**src/rtl/sp_pkg.sv**
```systemverilog
// Shared types and constants for the 2-bit serial to 8-bit parallel deserializer.
package sp_pkg;

   localparam int unsigned PAIR_W  = 2;
   localparam int unsigned BYTE_W  = 8;
   localparam int unsigned OUT_W   = BYTE_W + 1;
   localparam int unsigned PHASE_W = 2;
   localparam int unsigned CNT_W   = 3;

   localparam logic [BYTE_W-1:0] COM            = 8'hBC;
   localparam logic [CNT_W-1:0]  COM_LOCK_COUNT = 3'd4;

   typedef enum logic [1:0] {
      UNLOCKED = 2'd0,
      ALIGNING = 2'd1,
      ACTIVE   = 2'd2
   } sp_state_t;

   // Parallel output word: valid flag above the data byte
   typedef struct packed {
      logic              valid;
      logic [BYTE_W-1:0] data;
   } sp_out_t;

endpackage

```
**src/rtl/serial_paralelo_2b_if.sv**
```systemverilog
// Serial lane in, assembled byte and lock status out.
interface serial_paralelo_2b_if;
   import sp_pkg::*;

   logic [PAIR_W-1:0] serial;
   logic [OUT_W-1:0]  paralelo;
   logic              paralelo_listo;
   logic              active;

   modport master (output serial, input paralelo, input paralelo_listo, input active);
   modport slave  (input serial, output paralelo, output paralelo_listo, output active);
endinterface

```
**src/rtl/sp_lock_fsm.sv**
```systemverilog
// Byte-alignment lock FSM: hunts for COM at any pair offset, then requires
// COM_LOCK_COUNT consecutive COMs on 4-pair boundaries before going ACTIVE.
module sp_lock_fsm
   import sp_pkg::*;
(
   input  logic              clk16f,
   input  logic              reset,
   input  logic [BYTE_W-1:0] byte_next,
   output logic              emit_c,
   output logic              active
);

   sp_state_t          state_q, state_d;
   logic [PHASE_W-1:0] phase_q, phase_d;
   logic [CNT_W-1:0]   com_cnt_q, com_cnt_d;
   logic               active_q, active_d;
   logic               is_com_c;
   logic               boundary_c;

   assign is_com_c   = (byte_next == COM);
   assign boundary_c = (phase_q == PHASE_W'(3));

   always_ff @(posedge clk16f) begin
      if (reset) begin
         state_q   <= UNLOCKED;
         phase_q   <= '0;
         com_cnt_q <= '0;
         active_q  <= 1'b0;
      end else begin
         state_q   <= state_d;
         phase_q   <= phase_d;
         com_cnt_q <= com_cnt_d;
         active_q  <= active_d;
      end
   end

   always_comb begin
      state_d   = state_q;
      phase_d   = phase_q;
      com_cnt_d = com_cnt_q;
      unique case (state_q)
         UNLOCKED: begin
            if (is_com_c) begin
               state_d   = ALIGNING;
               com_cnt_d = CNT_W'(1);
               phase_d   = '0;
            end
         end
         ALIGNING: begin
            phase_d = phase_q + PHASE_W'(1);
            if (boundary_c) begin
               if (is_com_c) begin
                  // Saturating count; the lock-completing COM is consumed here
                  com_cnt_d = (com_cnt_q >= COM_LOCK_COUNT) ? COM_LOCK_COUNT
                                                            : com_cnt_q + CNT_W'(1);
                  if (com_cnt_d == COM_LOCK_COUNT) state_d = ACTIVE;
               end else begin
                  state_d   = UNLOCKED;
                  com_cnt_d = '0;
               end
            end
         end
         ACTIVE: begin
            phase_d = phase_q + PHASE_W'(1);
         end
         default: begin
            state_d   = UNLOCKED;
            phase_d   = '0;
            com_cnt_d = '0;
         end
      endcase
   end

   always_comb begin
      emit_c   = 1'b0;
      active_d = (state_d == ACTIVE);
      if (state_q == ACTIVE && boundary_c) emit_c = 1'b1;
   end

   assign active = active_q;

endmodule

```
**src/rtl/serial_paralelo_2b.sv**
```systemverilog
// 2-bit serial to parallel deserializer with COM-based byte lock.
// Build option SERIAL_PARALELO_STRIP_COM_EN: COM bytes in ACTIVE come out with valid=0.
module serial_paralelo_2b
   import sp_pkg::*;
(
   input  logic                 clk16f,
   input  logic                 reset,
   serial_paralelo_2b_if.slave  bus
);

   logic [BYTE_W-1:0] sr_q, sr_d;
   sp_out_t           paralelo_q, paralelo_d;
   logic              paralelo_listo_q, paralelo_listo_d;
   logic              emit_c;

   sp_lock_fsm u_lock_fsm (
      .clk16f    (clk16f),
      .reset     (reset),
      .byte_next (sr_d),
      .emit_c    (emit_c),
      .active    (bus.active)
   );

   always_ff @(posedge clk16f) begin
      if (reset) begin
         sr_q             <= '0;
         paralelo_q       <= '0;
         paralelo_listo_q <= 1'b0;
      end else begin
         sr_q             <= sr_d;
         paralelo_q       <= paralelo_d;
         paralelo_listo_q <= paralelo_listo_d;
      end
   end

   // The byte completed by the current pair is the shift register's next value
   always_comb begin
      sr_d             = {sr_q[BYTE_W-PAIR_W-1:0], bus.serial};
      paralelo_d       = paralelo_q;
      paralelo_listo_d = 1'b0;
      if (emit_c) begin
         paralelo_listo_d = 1'b1;
         paralelo_d.data  = sr_d;
`ifdef SERIAL_PARALELO_STRIP_COM_EN
         paralelo_d.valid = (sr_d != COM);
`else
         paralelo_d.valid = 1'b1;
`endif
      end
   end

   assign bus.paralelo       = paralelo_q;
   assign bus.paralelo_listo = paralelo_listo_q;

endmodule

```
**src/flat_wrapper.sv**
```systemverilog
// flat-port wrapper written by rule: the top's interface ports become plain ports
module serial_paralelo_2b_flat import sp_pkg::*;
  (clk16f, reset, bus_serial, bus_paralelo, bus_paralelo_listo, bus_active);
  serial_paralelo_2b_if bus_i ();
  input  logic clk16f;
  input  logic reset;
  input wire logic [$bits(bus_i.serial)-1:0] bus_serial;
  output wire logic [$bits(bus_i.paralelo)-1:0] bus_paralelo;
  output wire logic [$bits(bus_i.paralelo_listo)-1:0] bus_paralelo_listo;
  output wire logic [$bits(bus_i.active)-1:0] bus_active;
  assign bus_i.serial = bus_serial;
  assign bus_paralelo = bus_i.paralelo;
  assign bus_paralelo_listo = bus_i.paralelo_listo;
  assign bus_active = bus_i.active;
  serial_paralelo_2b u_core (.clk16f(clk16f), .reset(reset), .bus(bus_i));
endmodule
```
**config.mk**
```make
export PLATFORM = sky130hd
export DESIGN_NAME = serial_paralelo_2b_flat
export DESIGN_NICKNAME = d
export VERILOG_FILES = /design/src/rtl/sp_pkg.sv /design/src/rtl/serial_paralelo_2b_if.sv /design/src/rtl/sp_lock_fsm.sv /design/src/rtl/serial_paralelo_2b.sv /design/src/flat_wrapper.sv
export SDC_FILE = /design/constraint.sdc
export NUM_CORES = 1
export LEC_CHECK = 0
export CORE_ASPECT_RATIO = 0.7
export CORE_UTILIZATION = 50
export CTS_BUF_LIST = sky130_fd_sc_hd__clkbuf_8
export DETAILED_ROUTE_END_ITERATION = 10
export MAX_ROUTING_LAYER = met4
export PLACE_DENSITY = 0.85
export SLEW_MARGIN = 15
export SYNTH_ARGS = -nofsm -noshare
export SYNTH_HDL_FRONTEND = slang
export SYNTH_HIERARCHICAL = 1
export SYNTH_SLANG_ARGS = --single-unit
```
**constraint.sdc**
```tcl
create_clock -name clk16f -period 1.6 [get_ports clk16f]
set_input_delay 0.48 -clock clk16f [delete_from_list [all_inputs] [get_ports clk16f]]
set_output_delay 0.48 -clock clk16f [all_outputs]
set_load 0.02 [all_outputs]
```
==> summary.txt, run 1 <==
Hold path
  – Hold Path Class: reg -> reg
  – HP Start: u_core/bus.paralelo[8]
  – WHS Path Cells: 2
  – End of the worst hold path: u_core/bus.paralelo[8]

Routing
  – Residual DRC: 2
  – Total Wirelength: around 2100 microns
  – Via density: around 5.3
  – DRT iter0 DRCs: 19
  – ANT nets after route: 0
  – DR pass1 iterations: 7
  – Vias: 790
  – Routed wire length per instance: around 14 microns

Placement
  – Placed Area: 0.00126 sq mm
  – IO buf count: 14
  – Final HPWL DP: 1530 microns
  – GPL Wtd Cong: 0.921

CTS
  – Clk buf depth: 2
  – Num CTS Buffers: 3
  – Clk sinks: 24
  – CTS clock-pin slew for the worst setup and hold paths: 0.08 ns
  – CTS tree: yes
  – Hold buffer count at cts: 0
  – H-tree levels: 1
  – Worst skew pair latency: approximately 0.27 ns
  – Root Driver: clkbuf_8

Floorplan
  – Die height: 40.5 microns
  – Die W: roughly 57 microns
  – DIE AREA: roughly 0.0023 sq mm
  – Placeable Area: 0.00192 sq mm
  – # rows: 13
  – I/O pin count: 15
  – Initial Util: 0.552

Global route
  – Overflow after GRT: 0
  – Vias in the first global route: ~740
  – Largest net degree at the start of global routing: 14
  – First-pass GRT wire length: 3420 microns
  – Tot GR Track Use: 0.215
  – Antenna violations before repair: 0

Timing
  – Period utilisation layout: 0.956
  – RSZ-0062 raised after global routing: no
  – Clock skew: about 0.0037 ns
  – Setup Viol. Count Final: 0
  – Final hold vios: 0
  – Slew @ Worst Pin: about 0.32 ns
  – Max-slew violations: 0
  – Setup TNS: 0 ns
  – Fin Hold WS: roughly 0.47 ns
  – Peak Freq: about 650 MHz
  – Relative slew margins: 0.789
  – Tmin final: 1.53 ns

Yosys
  – Register area share after synthesis: 0.453
  – Synth warn: 6
  – Syn_nets: 115
  – Synthesis-stage register bit count: 24
  – Mapped cell area: roughly 0.0011 sq mm
  – Post-synth cell types: 28
  – Instance count of the mapped netlist: between 100 and 150
  – Syn avg cell area: just over 10 sq um

Worst setup path
  – Worst path required time: ~1.8 ns
  – WS Path Type: reg -> reg
  – Critical-path cell list: inv_1 -> ha_4 -> nand3b_1 -> nand4_1 -> a311oi_2 -> and2b_2
  – Worst R2R Setup Slack: 0.07 ns
  – Reg2reg path depth: 6
  – Worst reg2reg endpoint: u_core/u_lock_fsm/state_q[0]
  – Reg-to-reg startpoint: u_core/u_lock_fsm/com_cnt_q[1]
  – Worst Setup Start Kind: register
  – Crit path capture type: register
  – Crit Path Max Fanout: 2
  – Slowest cell delay on critical path: approximately 0.34 ns
  – Crit path DAT: 1.75 ns
  – Crit-path slowest cell: dfxtp_1

Final layout
  – Fraction of layout cells with a size suffix above 1: 0.270
  – Commonest non-fill, non-tap cell in the layout: dfxtp_1
  – Post-route cell area: approximately 0.0013 sq mm
  – Ant. Diodes: 0
  – Area grow syn2layout: 25.7%
  – # fillers: roughly 140
  – Most frequent cells in the layout: dfxtp_1, dlygate4sd2_1, mux2i_1, nor2_2, nor2b_1
  – Nets@finish: about 140

Power and ir drop
  – Pwr Total: about 1000 uW
  – Pwr dens: just under 800 mW/mm^2
  – VDD IR-drop max: 0.545 mV
  – Leakage Power: 0.000554 uW

Outcome
  – Status: complete, but fails checks
  – Failing checks: design-rule violations

Flow run
  – Max_cap viols: 0
synth_stat cells:
cell type / number / area share
dfxtp_1: 24 / 0.45
mux2i_1: 9 / 0.085
nor2_2: 9 / 0.053
ha_1: 8 / 0.094
inv_1: 8 / 0.028
nor2b_1: 8 / 0.047
a21oi_1: 4 / 0.019
a31oi_1: 3 / 0.018
nand2_1: 3 / 0.011
nand3_1: 3 / 0.014
nand4_1: 3 / 0.018
nor2_1: 3 / 0.011
a311oi_1: 2 / 0.017
buf_6: 2 / 0.021
a211oi_1: 1 / 0.0071
a21o_1: 1 / 0.0071
a21o_2: 1 / 0.0083
and2_1: 1 / 0.0059
and2_2: 1 / 0.0071
and2b_2: 1 / 0.0083
and4b_2: 1 / 0.011
and4bb_2: 1 / 0.012
nand3b_1: 1 / 0.0071
nor2b_2: 1 / 0.0083
nor3_1: 1 / 0.0047
o21bai_1: 1 / 0.0071
o221ai_1: 1 / 0.0083
o311a_1: 1 / 0.0094
sequential cells by signal, indices dropped and copies added (netlist names):
register and cells:
u_core/sr_q 6, u_core/u_lock_fsm/phase_q 2, u_core/bus.paralelo_listo 1, u_core/u_lock_fsm/com_cnt_q 3
u_core/u_lock_fsm/active 1, u_core/bus.paralelo 9, u_core/u_lock_fsm/state_q 2
area by class of cell:
type / instances / area, sq um / share of cell area
Multi-Input combinational cell: 69 / 559 / 0.420
Sequential cell: 24 / 484 / 0.363
Timing Repair Buffer: 21 / 176 / 0.132
Clock buffer: 4 / 55.1 / 0.0413
Inverter: 8 / 30.0 / 0.0225
Tap cell: 22 / 27.5 / 0.0207
per-stage QoR:
stage | cells | util | setup WS (ns)
after CTS | 148 | 0.684 | 0.0245
after detailed placement | 144 | 0.655 | -0.404
final | 148 | 0.694 | 0.0701
after global routing | 148 | 0.694 | 0.000412
after global placement | 144 | 0.655 | -0.322
after floorplan | 103 | - | 0.118
worst max path at each step:
stage | startpoint | to | slack [ns] | depth (start not counted)
floorplan | u_core/u_lock_fsm/state_q[1] | u_core/u_lock_fsm/state_q[0] | 0.12 | 5
global placement | bus_serial[0] | u_core/u_lock_fsm/state_q[0] | -0.32 | 5
detailed placement | bus_serial[0] | u_core/u_lock_fsm/state_q[0] | -0.40 | 5
CTS | u_core/u_lock_fsm/state_q[0] | u_core/bus.paralelo[2] | 0.02 | 5
global route | u_core/u_lock_fsm/com_cnt_q[1] | u_core/u_lock_fsm/state_q[0] | 0.0004 | 6
finish | u_core/u_lock_fsm/com_cnt_q[1] | u_core/u_lock_fsm/state_q[0] | 0.07 | 6
report_power, final:
part | total [uW] | leakage (uW) | internal [uW] | switching (uW)
combinational | 34.3 | 0.000330 | 16.9 | 17.4
clock | 409 | 0.0000288 | 220 | 189
sequential | 605 | 0.000195 | 601 | 4.01
layer usage:
metal  global-route usage  vias to the layer above  wire, microns
met4               0.0976                        0             40
met3               0.0645                        6             76
met5                    -                        -              0
met2                0.362                       16            984
li1                     -                      398              -
met1                0.245                      370           1020
cells by family (layout without fill, tap and decap cells):
logic type | after synthesis | in the layout | synth area share
AOI/OAI and AO/OA | 15 | 15 | 0.100
adders and majority gates | 8 | 8 | 0.0945
buffers and inverters | 10 | 33 | 0.0496
DFF | 24 | 24 | 0.453
muxes | 9 | 9 | 0.0850
and+or+nand+nor | 37 | 37 | 0.217
worst max-delay path, delay by kind of cell (launching register included):
family          cells  cell delay [ns]
buf+inv             1             0.08
fa+ha+maj           1             0.28
simple gates        3             0.46
compound gates      1             0.31
flops               1             0.34
timing repair:
item,CTS,global route
endpoints found under the setup margin,16,10
cloned,0,0
endpoints found under the hold margin,0,0
pin swaps,3,2
gates resized for setup,17,5
setup buffers,0,0
Power figures use the tool's default switching activity.
==> run 2: changes to the inputs <==
--- a/config.mk
+++ b/config.mk
@@ -5,10 +5,13 @@
 export SDC_FILE = /design/constraint.sdc
 export NUM_CORES = 1
 export LEC_CHECK = 0
+export CAP_MARGIN = 20
 export CORE_ASPECT_RATIO = 0.7
+export CORE_MARGIN = 4
 export CORE_UTILIZATION = 50
 export CTS_BUF_LIST = sky130_fd_sc_hd__clkbuf_8
 export DETAILED_ROUTE_END_ITERATION = 10
+export GPL_ROUTABILITY_DRIVEN = 1
 export MAX_ROUTING_LAYER = met4
 export PLACE_DENSITY = 0.85
 export SLEW_MARGIN = 15
==> run 2 against run 1 <==
The run now ends clean. Utilization is 3.0 points lower. Via count is 1.6% higher. Sequential share of layout area is 1.2 points higher. Global-route usage is 5.5 points lower. Final cell count is 2.0% lower. Fmax is 1.2% higher. Largest power group unchanged. Highest routed layer unchanged.
==> summary.txt, run 2 (synthesized netlist as in run 1, its figures left out) <==
CTS
  – Clk sinks: 24 (unchanged)
  – Hold buffer count at cts: 0 (unchanged)
  – CTS tree: yes
  – Worst skew pair latency: 0.26 ns (about the same)
  – Clk buf depth: 2 (unchanged)
  – Root Driver: clkbuf_8
  – H-tree levels: 1 (unchanged)
  – Num CTS Buffers: 3 (unchanged)
  – Buffer count from post-CTS setup fixing: 0 (unchanged)
  – CTS clock-pin slew for the worst setup and hold paths: 0.08 ns (about the same)

Placement
  – Final HPWL DP: 1460 microns (-4.4%)
  – GPL Wtd Cong: 0.838 (-9.0%)
  – Placed Area: 0.00124 sq mm (-1.2%)
  – Pre-CTS WS: -0.383 ns (+0.0215 ns)
  – IO buf count: 14 (unchanged)

Timing
  – Period utilisation layout: 0.945 (-0.0109)
  – Slew @ Worst Pin: 0.302 ns (-0.0143 ns)
  – Setup Viol. Count Final: 0 (unchanged)
  – Relative slew margins: 0.798 (+0.00958)
  – Final hold vios: 0 (unchanged)
  – Max-slew violations: 0 (unchanged)
  – Setup TNS: 0 ns (unchanged)
  – RSZ-0062 raised after global routing: no
  – Tmin final: 1.51 ns (-0.0174 ns)
  – Clock skew: 0.00647 ns (+0.00282 ns)
  – Peak Freq: 661 MHz (+1.2%)
  – Worst setup margin: 0.0875 ns (+0.0174 ns)

Routing
  – Residual DRC: 0 (-2)
  – Vias: 803 (+1.6%)
  – Via density: 5.54 (+3.7%)
  – DRT iter0 DRCs: 41 (+22)
  – Routed wire length per instance: 14.2 microns (-0.92%)
  – Total Wirelength: 2060 microns (-2.9%)
  – ANT nets after route: 0 (unchanged)
  – DR pass1 iterations: 4 (-3)

Hold path
  – Hold Path Class: reg -> reg

Worst setup path
  – Crit-path slowest cell: dfxtp_2
  – Crit Path Max Fanout: 5 (+3)
  – Worst path required time: 1.80 ns (-0.02 ns)
  – Critical-path cell list: inv_1 -> ha_1 -> nand3b_1 -> nand4_1 -> a311oi_2 -> and2b_2
  – Crit path capture type: register
  – Slowest cell delay on critical path: 0.37 ns (+0.03 ns)
  – Crit path DAT: 1.71 ns (-0.04 ns)
  – WS Path Type: reg -> reg
  – Worst Setup Start Kind: register

Power and ir drop
  – Leakage Power: 0.000537 uW (-3.1%)
  – Pwr dens: 757 mW/mm^2 (-3.7%)
  – Pwr Total: 973 uW (-7.2%)
  – VDD IR-drop max: 0.651 mV (+20%)

Floorplan
  – DIE AREA: 0.00293 sq mm (+27%)
  – Placeable Area: 0.00194 sq mm (+0.85%)
  – Initial Util: 0.548 (-0.00464)
  – Die height: 46.5 microns (+15%)
  – Die W: 63.0 microns (+11%)
  – I/O pin count: 15 (unchanged)
  – # rows: 13 (unchanged)

Flow run
  – Max_cap viols: 0 (unchanged)

Global route
  – Vias in the first global route: 768 (+3.4%)
  – Overflow after GRT: 0 (unchanged)
  – Antenna violations before repair: 0 (unchanged)
  – Largest net degree at the start of global routing: 13 (-1)
  – First-pass GRT wire length: 3440 microns (+0.61%)
  – Tot GR Track Use: 0.160 (-0.0549)

Final layout
  – Commonest non-fill, non-tap cell in the layout: dfxtp_1
  – Area grow syn2layout: 21.3%
  – Ant. Diodes: 0 (unchanged)
  – Nets@finish: 137 (-1.4%)
  – # fillers: 151 (+7.1%)
  – Post-route cell area: 0.00128 sq mm (-3.6%)
  – Largest register FFs: 9 (unchanged)
  – Most frequent cells in the layout: dfxtp_1, dlygate4sd2_1, mux2i_1, nor2_2
  – Fraction of layout cells with a size suffix above 1: 0.228 (-0.0422)

Outcome
  – Status: completed
==> run 2: cell type report <==
class	instances	area, sq um	share of cell area
clock buffer	3	41.3	0.0321
inverter	8	30.0	0.0234
multi-input combinational	69	542	0.422
sequential	24	483	0.376
tap	22	27.5	0.0214
timing repair buffer	19	161	0.126
==> run 2: worst max-delay path, delay by kind of cell (launching register included) <==
family	cells	cell delay [ns]
buf+inv	1	0.07
compound gates	1	0.28
flops	1	0.37
simple gates	3	0.43
fa+ha+maj	1	0.29
==> run 2: repair_timing <==
action                     in CTS  in global routing
hold endpoints to repair        0                  0
pin swaps                       3                  0
gates resized for setup        16                  3
setup endpoints to repair      16                  9
==> run 2: worst paths after layout <==
check / from / end / slack [ns] / depth (start not counted)
min: u_core/u_lock_fsm/phase_q[1] / u_core/u_lock_fsm/phase_q[1] / 0.47 / 2
min reg2reg: u_core/u_lock_fsm/phase_q[1] / u_core/u_lock_fsm/phase_q[1] / 0.47 / 2
max: u_core/u_lock_fsm/com_cnt_q[0] / u_core/u_lock_fsm/state_q[0] / 0.09 / 6
max reg2reg: u_core/u_lock_fsm/com_cnt_q[0] / u_core/u_lock_fsm/state_q[0] / 0.09 / 6
==> run 2: metal layers <==
| metal | GRT usage | vias up | wire length (microns) |
|---|---|---|---|
| met5 | - | - | 0 |
| met4 | 0.0482 | 0 | 11 |
| met3 | 0.0537 | 2 | 134 |
| met2 | 0.260 | 31 | 965 |
| met1 | 0.191 | 371 | 944 |
| li1 | - | 399 | - |
==> run 2: metrics by stage <==
step                      utilization  instances  hold WS (ns)
after detailed placement        0.642        142         0.467
final                           0.664        145         0.475
after global placement          0.642        142         0.445
after CTS                       0.662        145         0.477
after global routing            0.664        145         0.504
after floorplan                     -        103         0.441
==> run 2: where the power goes <==
group | total [uW] | internal [uW] | switching (uW) | leakage, uW
sequential | 607 | 603 | 4.23 | 0.000195
clock | 333 | 168 | 166 | 0.0000216
combinational | 32.1 | 15.3 | 16.8 | 0.000320
total | 973 | 786 | 187 | 0.000537
